$ cat config.mk
export PLATFORM = sky130hd
export DESIGN_NAME = mem_arbiter
export DESIGN_NICKNAME = d
export VERILOG_FILES = /design/src/rtl/mem_arbiter.sv
export SDC_FILE = /design/constraint.sdc
export NUM_CORES = 1
export LEC_CHECK = 0
export BUFFER_PORTS_ARGS = -buffer_cell sky130_fd_sc_hd__clkbuf_2
export CORE_AREA = 2 2 643 645
export DETAILED_ROUTE_END_ITERATION = 8
export DIE_AREA = 0 0 645 647
export PLACE_DENSITY = 0.32
export SETUP_SLACK_MARGIN = 0.3
export SYNTH_ARGS = -nofsm -noshare
export SYNTH_HDL_FRONTEND = slang
export SYNTH_SLANG_ARGS = --single-unit
$ cat constraint.sdc
create_clock -name clk_i -period 1.88 [get_ports clk_i]
set_input_delay 0.47 -clock clk_i [delete_from_list [all_inputs] [get_ports clk_i]]
set_output_delay 0.47 -clock clk_i [all_outputs]
set_load 0.005 [all_outputs]
$ cat src/rtl/mem_arbiter.sv
// rtl/mem_arbiter.sv - two-port round-robin arbiter in front of a shared line memory
//
// Purpose: serialises line requests from an instruction port (0) and a data
// port (1) onto one memory interface. One transaction at a time walks
// IDLE -> BUSY -> CAPT -> RESP -> IDLE.
//
// Ports:
//   clk_i, rst_i                 clock, asynchronous active-low reset
//   pN_enable_i/pN_write_i       port N request strobe and direction
//   pN_addr_i/pN_data_i          port N byte address and write line
//   pN_ack_o/pN_data_o           port N completion pulse and read line register
//   mem_enable_o/mem_write_o     memory request strobe and direction
//   mem_addr_o/mem_data_o        memory address and write line (from grant latches)
//   mem_ack_i/mem_data_i         memory completion, read line (valid cycle after ack)
//   busy_o, grant_o              not-IDLE flag, port owning current transaction

module mem_arbiter #(
    parameter int LINE_W = 256,
    parameter int ADDR_W = 32
) (
    input  logic              clk_i,
    input  logic              rst_i,
    input  logic              p0_enable_i,
    input  logic              p0_write_i,
    input  logic [ADDR_W-1:0] p0_addr_i,
    input  logic [LINE_W-1:0] p0_data_i,
    output logic              p0_ack_o,
    output logic [LINE_W-1:0] p0_data_o,
    input  logic              p1_enable_i,
    input  logic              p1_write_i,
    input  logic [ADDR_W-1:0] p1_addr_i,
    input  logic [LINE_W-1:0] p1_data_i,
    output logic              p1_ack_o,
    output logic [LINE_W-1:0] p1_data_o,
    output logic              mem_enable_o,
    output logic              mem_write_o,
    output logic [ADDR_W-1:0] mem_addr_o,
    output logic [LINE_W-1:0] mem_data_o,
    input  logic              mem_ack_i,
    input  logic [LINE_W-1:0] mem_data_i,
    output logic              busy_o,
    output logic              grant_o
);

    typedef enum logic [1:0] {
        IDLE = 2'd0,
        BUSY = 2'd1,
        CAPT = 2'd2,
        RESP = 2'd3
    } state_t;

    state_t            state_q, state_d;
    logic              rr_q, rr_d;
    logic              grant_q, grant_d;
    logic              wr_q, wr_d;
    logic [ADDR_W-1:0] addr_q, addr_d;
    logic [LINE_W-1:0] wdata_q, wdata_d;
    logic [LINE_W-1:0] p0_data_q, p0_data_d;
    logic [LINE_W-1:0] p1_data_q, p1_data_d;
    logic              gnt;

    always_comb begin
        state_d   = state_q;
        rr_d      = rr_q;
        grant_d   = grant_q;
        wr_d      = wr_q;
        addr_d    = addr_q;
        wdata_d   = wdata_q;
        p0_data_d = p0_data_q;
        p1_data_d = p1_data_q;
        gnt       = 1'b0;

        case (state_q)
            IDLE: begin
                if (p0_enable_i || p1_enable_i) begin
                    // Contention goes to rr; otherwise whichever port is asking.
                    gnt     = (p0_enable_i && p1_enable_i) ? rr_q : p1_enable_i;
                    grant_d = gnt;
                    rr_d    = ~gnt;
                    wr_d    = gnt ? p1_write_i : p0_write_i;
                    addr_d  = gnt ? p1_addr_i  : p0_addr_i;
                    wdata_d = gnt ? p1_data_i  : p0_data_i;
                    state_d = BUSY;
                end
            end
            BUSY: begin
                if (mem_ack_i) begin
                    state_d = CAPT;
                end
            end
            CAPT: begin
                // Memory presents the read line one cycle after its ack.
                if (!wr_q) begin
                    if (grant_q) begin
                        p1_data_d = mem_data_i;
                    end else begin
                        p0_data_d = mem_data_i;
                    end
                end
                state_d = RESP;
            end
            RESP: begin
                // Straight back to IDLE without sampling requests, so a port
                // still holding enable during its ack is not served twice.
                state_d = IDLE;
            end
            default: state_d = IDLE;
        endcase
    end

    always_ff @(posedge clk_i or negedge rst_i) begin
        if (!rst_i) begin
            state_q   <= IDLE;
            rr_q      <= 1'b0;
            grant_q   <= 1'b0;
            wr_q      <= 1'b0;
            addr_q    <= '0;
            wdata_q   <= '0;
            p0_data_q <= '0;
            p1_data_q <= '0;
        end else begin
            state_q   <= state_d;
            rr_q      <= rr_d;
            grant_q   <= grant_d;
            wr_q      <= wr_d;
            addr_q    <= addr_d;
            wdata_q   <= wdata_d;
            p0_data_q <= p0_data_d;
            p1_data_q <= p1_data_d;
        end
    end

    assign mem_enable_o = (state_q == BUSY);
    assign mem_write_o  = wr_q && ((state_q == BUSY) || (state_q == CAPT));
    assign mem_addr_o   = addr_q;
    assign mem_data_o   = wdata_q;
    assign busy_o       = (state_q != IDLE);
    assign grant_o      = grant_q;
    assign p0_ack_o     = (state_q == RESP) && !grant_q;
    assign p1_ack_o     = (state_q == RESP) && grant_q;
    assign p0_data_o    = p0_data_q;
    assign p1_data_o    = p1_data_q;

endmodule

==> flow_summary.json, run 1 <==
{
  "yosysSeqAreaShare_pct": 60.8,
  "clock_insertion_delay_worst_skew_ns": 0.85,
  "vias": 36721,
  "ys_ff_latch": 805,
  "area_growth_pct": 112,
  "synth_edf_count": 0,
  "avgViaCountPerCell": 3.28,
  "synth_compound_gate_area_share_pct": 14.3,
  "die_x_um": 645,
  "post-route-period-util_pct": 129,
  "slew_viol_final": 0,
  "netSwitchingPower_mw": 45.1,
  "grt_use_total_pct": 14.0,
  "worstPathArrival_ns": 1.96,
  "synthMuxAreaShare_pct": 17.4,
  "cp_top_family": "buffers and inverters",
  "cap_viol_max_count": 0,
  "seq_power_share_pct": 28.7,
  "antenna_found_initial": 144,
  "dieArea_sq_um": 417000,
  "p_int_mw": 72.1,
  "fin_ws_ns": -0.545,
  "grt_pass1_wl_um": 384000,
  "synth_area_leaders": "dfrtp_1 (61%), mux2_2 (17%), a31oi_1 (5.5%)",
  "drc": 0,
  "p_leak_nw": 31.6,
  "p_comb_share_pct": 52.0,
  "grt_pass1_vias": 35926,
  "h-tree-depth": 3,
  "coreArea_sq_um": 411000,
  "synth_fp_nets": 3590,
  "fin_cells": 11181,
  "postSynthAreaPerCell_sq_um": 12.1,
  "yosys_most_used_dff": "dfrtp_1",
  "r2r_cells": 11,
  "numCtsBuffers": 110,
  "slowest_delay_ns": 0.37,
  "peakVddDrop_mv": 0.764,
  "crit_cells": 6,
  "wl_um": 322000,
  "clockBufferDepth": 4,
  "worst_pin_slew_ns": 0.728,
  "yosysUniqueCellTypes": 24,
  "gr-total-overflow": 0,
  "report.final.hold_viol_count": 0,
  "path_buf_inv": 4,
  "hold_ws_ns": 0.0581,
  "syn_area_sq_um": 33100,
  "row_count": 236,
  "place.gp.congestion": 0.911,
  "clockPowerShare_pct": 19.3,
  "status": "finished with violations",
  "cts_sinks": 805,
  "detail-route-antenna-nets": 0,
  "cts_tree": "yes",
  "fin_skew_ns": 0.0577,
  "start_util_pct": 8.06,
  "async_flop_share_pct": 100,
  "ioPinCount": 1645,
  "min_period_ns": 2.43,
  "firstDrtPassIters": 8,
  "synth-simple-area-share_pct": 3.46,
  "cp_max_fo": 2,
  "dp.cells": 9915,
  "cp-start-kind": "register",
  "crit_chain": "inv_2, buf_6, ha_4, and2_4, buf_12, buf_12",
  "synth_top_family_by_area": "multiplexers",
  "synth_top_cell_by_area": "dfrtp_1",
  "initialDrtViolationCount": 2525,
  "grt_max_degree": 77,
  "fin_nets": 6379,
  "io_buffers": 1644,
  "synthAdderAreaFrac_pct": 0.151,
  "netlist.area_leader.share_pct": 60.8,
  "root_buffer": "clkbuf_16",
  "rsz0062_at_grt": "true",
  "syn_inst": 2747,
  "drive_gt1_share_pct": 54.6,
  "hold_class": "primary input to register",
  "holdPathStages": 2,
  "synth_xor_area_share_pct": 0,
  "fmaxAchievable_ghz": 0.412,
  "swShare_pct": 38.5,
  "violations": "negative setup slack",
  "powerDensity_nw_per_um2": 1670,
  "setup_violations": 803,
  "crit_top_cell": "buf_12",
  "clk_pin_slew_worst_paths_ns": 0.06,
  "worstSetupPathType": "register to output port",
  "endpoint_kind": "output port",
  "wl_per_cell_um": 28.8,
  "dp_hpwl_um": 262000,
  "ys_warn_count": 0,
  "cpMaxStageDelayCell": "dfrtp_1",
  "die_y_um": 647,
  "slew_headroom_pct": 51.5,
  "crit_required_ns": 1.41
}
-- cell type report --
| type | count | area, sq um |
|---|---|---|
| inverters | 4 | 25.0 |
| clock inverters | 39 | 602 |
| well taps | 5474 | 6850 |
| diodes | 87 | 218 |
| flip-flops and latches | 805 | 20200 |
| fillers | 45995 | 341000 |
| multi-input cells | 1689 | 14200 |
| clock buffers | 157 | 3210 |
| repair buffers | 2926 | 24900 |
-- state kept, by name (all words and copies together), names as in the netlist --
| name | cells |
|---|---|
| mem_data_o | 256 |
| p0_data_o | 256 |
| p1_data_o | 256 |
| mem_addr_o | 32 |
| state_q | 2 |
| grant_o | 1 |
| rr_q | 1 |
| wr_q | 1 |
-- cell families (layout without fill, tap and decap cells) --
kind of cell	Yosys count	count (layout)
AOI/OAI and AO/OA	874	874
DFF	805	805
muxes	513	513
and+or+nand+nor	298	298
buffers and inverters	253	3126
adders and majority gates	4	4
other	0	87
-- routing by layer --
metal,up-vias,part of all wire [%],track usage [%]
li1,15643,-,-
met1,18832,38,15.6
met2,1739,50,24.6
met3,465,8.6,4.86
met4,42,3.9,4.61
met5,-,0.082,0
-- worst register-to-register path, cell delays in order, from the launching register on --
cell and delay [ns]:
dfrtp_1 0.39, inv_2 0.07, buf_4 0.10, buf_6 0.09, ha_4 0.13, nor3b_4 0.21, buf_12 0.18, buf_6 0.15
buf_8 0.10, buf_16 0.15, buf_12 0.13, mux2_2 0.32
-- layout by cell type (no fill, tap or decap), types with 3 or more instances in the layout --
| master | n |
|---|---|
| clkbuf_2 | 1377 |
| dfrtp_1 | 761 |
| dlygate4sd3_1 | 675 |
| mux2_4 | 485 |
| buf_4 | 338 |
| nor2_1 | 283 |
| a21oi_1 | 261 |
| buf_6 | 260 |
| a31oi_1 | 257 |
| o21ai_0 | 188 |
| clkbuf_16 | 168 |
| buf_12 | 122 |
| o21ai_1 | 101 |
| diode_2 | 87 |
| buf_8 | 57 |
| dfrtp_2 | 44 |
| buf_16 | 38 |
| a21oi_2 | 30 |
| mux2_2 | 28 |
| clkbuf_8 | 28 |
| a31oi_4 | 25 |
| clkbuf_1 | 19 |
| clkinv_2 | 14 |
| bufinv_16 | 14 |
| a31oi_2 | 8 |
| nor2_4 | 6 |
| ha_4 | 4 |
| inv_6 | 4 |
| clkinvlp_4 | 3 |
-- per-stage QoR --
stage	worst slack [ns]	setup TNS, ns	instance area [sq um]	total power [mW]	utilization [%]
3_5_place_dp	-0.537	-208.70	50200	75.8	12.2
4_1_cts	-0.683	-140.79	62500	104	15.2
3_3_place_gp	-0.544	-216.78	50200	75.5	12.2
5_1_grt	-0.689	-197.66	70200	123	17.1
6_report	-0.545	-94.98	70200	117	17.1
2_1_floorplan	0.209	0	33200	46.2	-
-- worst paths after layout --
check / from / endpoint / slack (ns)
min in group asynchronous: rst_i / mem_data_o[51] / 0.09
setup reg to reg: state_q[0] / p0_data_o[46] / -0.28
setup / recovery: state_q[0] / mem_write_o / -0.55
hold / removal: mem_data_i[76] / p1_data_o[76] / 0.06
hold reg to reg: p0_data_o[53] / p0_data_o[53] / 0.51
max in group asynchronous: rst_i / p0_data_o[199] / 1.25
-- power groups by stage --
stage	sequential [mW]	combinational, mW	clock (mW)
floorplan	31.5	14.7	0
global placement	32.7	42.8	0
detailed placement	32.8	43.0	0
CTS	32.7	47.5	23.5
global route	34.5	64.8	24.1
finish	33.6	60.9	22.6
-- timing repair --
action                                  4_1_cts  5_1_grt
pin swaps                                     1       30
gates cloned                                 19       69
endpoints found under the hold margin       785        1
gates resized for setup                     234     1580
endpoints found under the setup margin     1608     1608
setup buffers                                27      193
hold buffers                                674        1
-- cells in the mapped netlist, types with 2 or more instances --
cell and n:
o21ai_0 188, inv_1 3, a31oi_1 290, buf_1 11, mux2_2 513, ha_1 4
clkbuf_2 2, buf_2 82, dfrtp_1 805, a21oi_1 291, nor2_1 290, nor2b_1 3
and2_1 2, clkbuf_1 96, buf_4 58, o21ai_1 101
Note: power is estimated with default switching activity, not from simulation.
==> run 2, diff against run 1 <==
Settings changed: ABC_AREA from default to 1, BUFFER_PORTS_ARGS -buffer_cell sky130_fd_sc_hd__clkbuf_2 to -buffer_cell sky130_fd_sc_hd__buf_2, CORE_AREA 2 2 643 645 to 2 2 645 647, DIE_AREA 0 0 645 647 to 0 0 647 649.
==> run 2 against run 1 <==
The flow still finishes with violations (negative setup slack); hold slack gained 0.010 ns; clock power shrank 4%; critical path depth shrank 1; sequential share of layout area shrank 0.37 points; non-clock buffer count grew 71; critical path type unchanged; critical endpoint is now p1_ack_o; largest cell class unchanged.
==> flow_summary.json, run 2 <==
{
  "fin_ws_ns": -0.375,
  "async_flop_share_pct": 100,
  "clock_insertion_delay_worst_skew_ns": 0.92,
  "initialDrtViolationCount": 2641,
  "fmaxAchievable_ghz": 0.443,
  "synth_commonest_cells": "nand2_1 (1,389), inv_1 (843), dfrtp_1 (805), nand3_1 (579), o21ai_0 (513)",
  "dieArea_sq_um": 420000,
  "yosysSeqAreaShare_pct": 56.9,
  "endpoint_kind": "output port",
  "holdCritStartpoint": "p1_data_i[166]",
  "r2r_setup_slack_ns": -0.31,
  "whs_endpoint": "mem_data_o[166]",
  "avgViaCountPerCell": 3.24,
  "fin_cells": 12862,
  "slowest_delay_ns": 0.40,
  "grt_pass1_wl_um": 417000,
  "min_period_ns": 2.25,
  "dp_hpwl_um": 276000,
  "ioPinCount": 1645,
  "detail-route-antenna-nets": 0,
  "pre_cts_ws_ns": -0.105,
  "yosys_most_used_dff": "dfrtp_1",
  "numCtsBuffers": 114,
  "cap_viol_max_count": 0,
  "synth_most_common_cell": "nand2_1",
  "slew_headroom_pct": 59.4,
  "synth_top_cell_by_area": "dfrtp_1",
  "ys_ff_latch": 805,
  "antenna_found_initial": 200,
  "grt_use_total_pct": 14.9,
  "coreArea_sq_um": 413000,
  "clk_pin_slew_worst_paths_ns": 0.06,
  "area_growth_pct": 101,
  "synth_edf_count": 0,
  "post-route-period-util_pct": 120,
  "p_leak_nw": 37.0,
  "violations": "negative setup slack",
  "die_x_um": 647,
  "crit_required_ns": 1.41,
  "dp.cells": 11543,
  "yosysUniqueCellTypes": 21,
  "cpMaxStageDelayCell": "dfrtp_1",
  "io_buffers": 1644,
  "grt_pass1_vias": 42030,
  "die_y_um": 649,
  "synth_fp_nets": 5260,
  "worstPathArrival_ns": 1.78,
  "mostFrequentLayoutCells": "nand2_1 (1,340), buf_2 (1,189), inv_1 (840), dfrtp_1 (782), dlygate4sd3_1 (728)",
  "reg2reg_from": "state_q[0]",
  "cts_tree": "yes",
  "ys_warn_count": 0,
  "firstDrtPassIters": 5,
  "holdPathStages": 5,
  "peakVddDrop_mv": 0.936,
  "setup_violations": 818,
  "netlist.area_leader.share_pct": 56.9,
  "layout_commonest_cell": "nand2_1",
  "cp_top_family": "flip-flops",
  "place.gp.congestion": 0.997,
  "crit_chain": "buf_6, ha_4, nand2_2, inv_2, buf_8",
  "path_buf_inv": 3,
  "gr-total-overflow": 0,
  "syn_inst": 4417,
  "synth_area_leaders": "dfrtp_1 (57%), nand2_1 (15%), inv_1 (8.9%)",
  "drc": 0,
  "report.final.hold_viol_count": 0,
  "vias": 41680,
  "wl_um": 338000,
  "rsz0062_at_grt": "true",
  "hold_class": "primary input to register",
  "grt_max_degree": 93,
  "rr_endpoint": "p1_data_o[168]",
  "cts_sinks": 805,
  "worstSetupPathType": "register to output port",
  "clockBufferDepth": 4,
  "cp-start-kind": "register",
  "fin_nets": 8102,
  "worst_pin_slew_ns": 0.609,
  "slew_viol_final": 0,
  "postSynthAreaPerCell_sq_um": 8.01,
  "cp_max_fo": 3,
  "r2r_cells": 13,
  "drive_gt1_share_pct": 34.8,
  "wl_per_cell_um": 26.3,
  "start_util_pct": 8.58,
  "h-tree-depth": 3,
  "fin_skew_ns": 0.172,
  "status": "finished with violations",
  "powerDensity_nw_per_um2": 1590,
  "root_buffer": "clkbuf_16",
  "syn_area_sq_um": 35400,
  "row_count": 236
}
[run 2: per-stage QoR]
stage	area, sq um	util [%]	power (mW)	hold WS (ns)	TNS [ns]
floorplan	35400	-	44.8	0.174	0
global placement	52500	12.7	75.7	0.376	-5.56
detailed placement	52500	12.7	75.5	0.374	-3.82
CTS	67900	16.5	110	0.000969	-79.27
global route	71000	17.2	121	0.0408	-190.03
finish	71100	17.2	113	0.0682	-95.12
[run 2: final cells by class]
type | count | area [sq um]
clock inverter | 27 | 267
antenna | 53 | 133
timing repair buffer | 2997 | 25900
inverter | 845 | 3200
clock buffer | 165 | 3320
tap | 5474 | 6850
multi-input combinational | 2496 | 11200
sequential | 805 | 20200
fill | 46944 | 341000
[run 2: per-layer routing]
| metal | global-route usage, % | wire length (um) | up-vias |
|---|---|---|---|
| li1 | - | - | 19214 |
| met1 | 17.0 | 134000 | 20178 |
| met2 | 24.3 | 154000 | 1600 |
| met3 | 7.17 | 36800 | 564 |
| met4 | 4.89 | 13000 | 124 |
| met5 | 0 | 836 | - |
[run 2: worst max-delay path by stage]
stage               cells past startpoint         endpoint  slack (ns)         from
global route                            5         p1_ack_o       -0.49   state_q[0]
CTS                                     5         p1_ack_o       -0.51   state_q[0]
detailed placement                      9  mem_data_o[155]       -0.11  p0_enable_i
floorplan                               9    mem_addr_o[0]        0.39   state_q[0]
global placement                        9  mem_data_o[155]       -0.09  p0_enable_i
finish                                  5         p1_ack_o       -0.37   state_q[0]
[run 2: kinds of logic after synthesis]
logic type      share of synthesized area [%]
flops                                    56.9
fa+ha+maj                               0.141
compound gates                           7.31
simple gates                             23.1
buf+inv                                  12.5
[run 2: where the power goes]
group / leakage [nW] / internal (mW) / switching, mW
Combinational: 25.5 / 27.5 / 31.0
Sequential: 9.77 / 26.3 / 6.60
Clock: 1.76 / 12.5 / 9.27
Total: 37.0 / 66.3 / 46.8
[run 2: what timing repair did]
item | in CTS | in global routing
gates cloned | 5 | 67
resized for setup | 880 | 286
pin swaps | 11 | 3
hold buffers | 728 | 0
hold endpoints to repair | 1016 | 0
endpoints found under the setup margin | 1526 | 1608
setup buffers | 184 | 90
[run 2: tightest hold or removal path, stage by stage]
cell and delay [ns]:
buf_2 0.08, inv_1 0.09, nand3_1 0.10, nand3_1 0.07, nand2_1 0.06
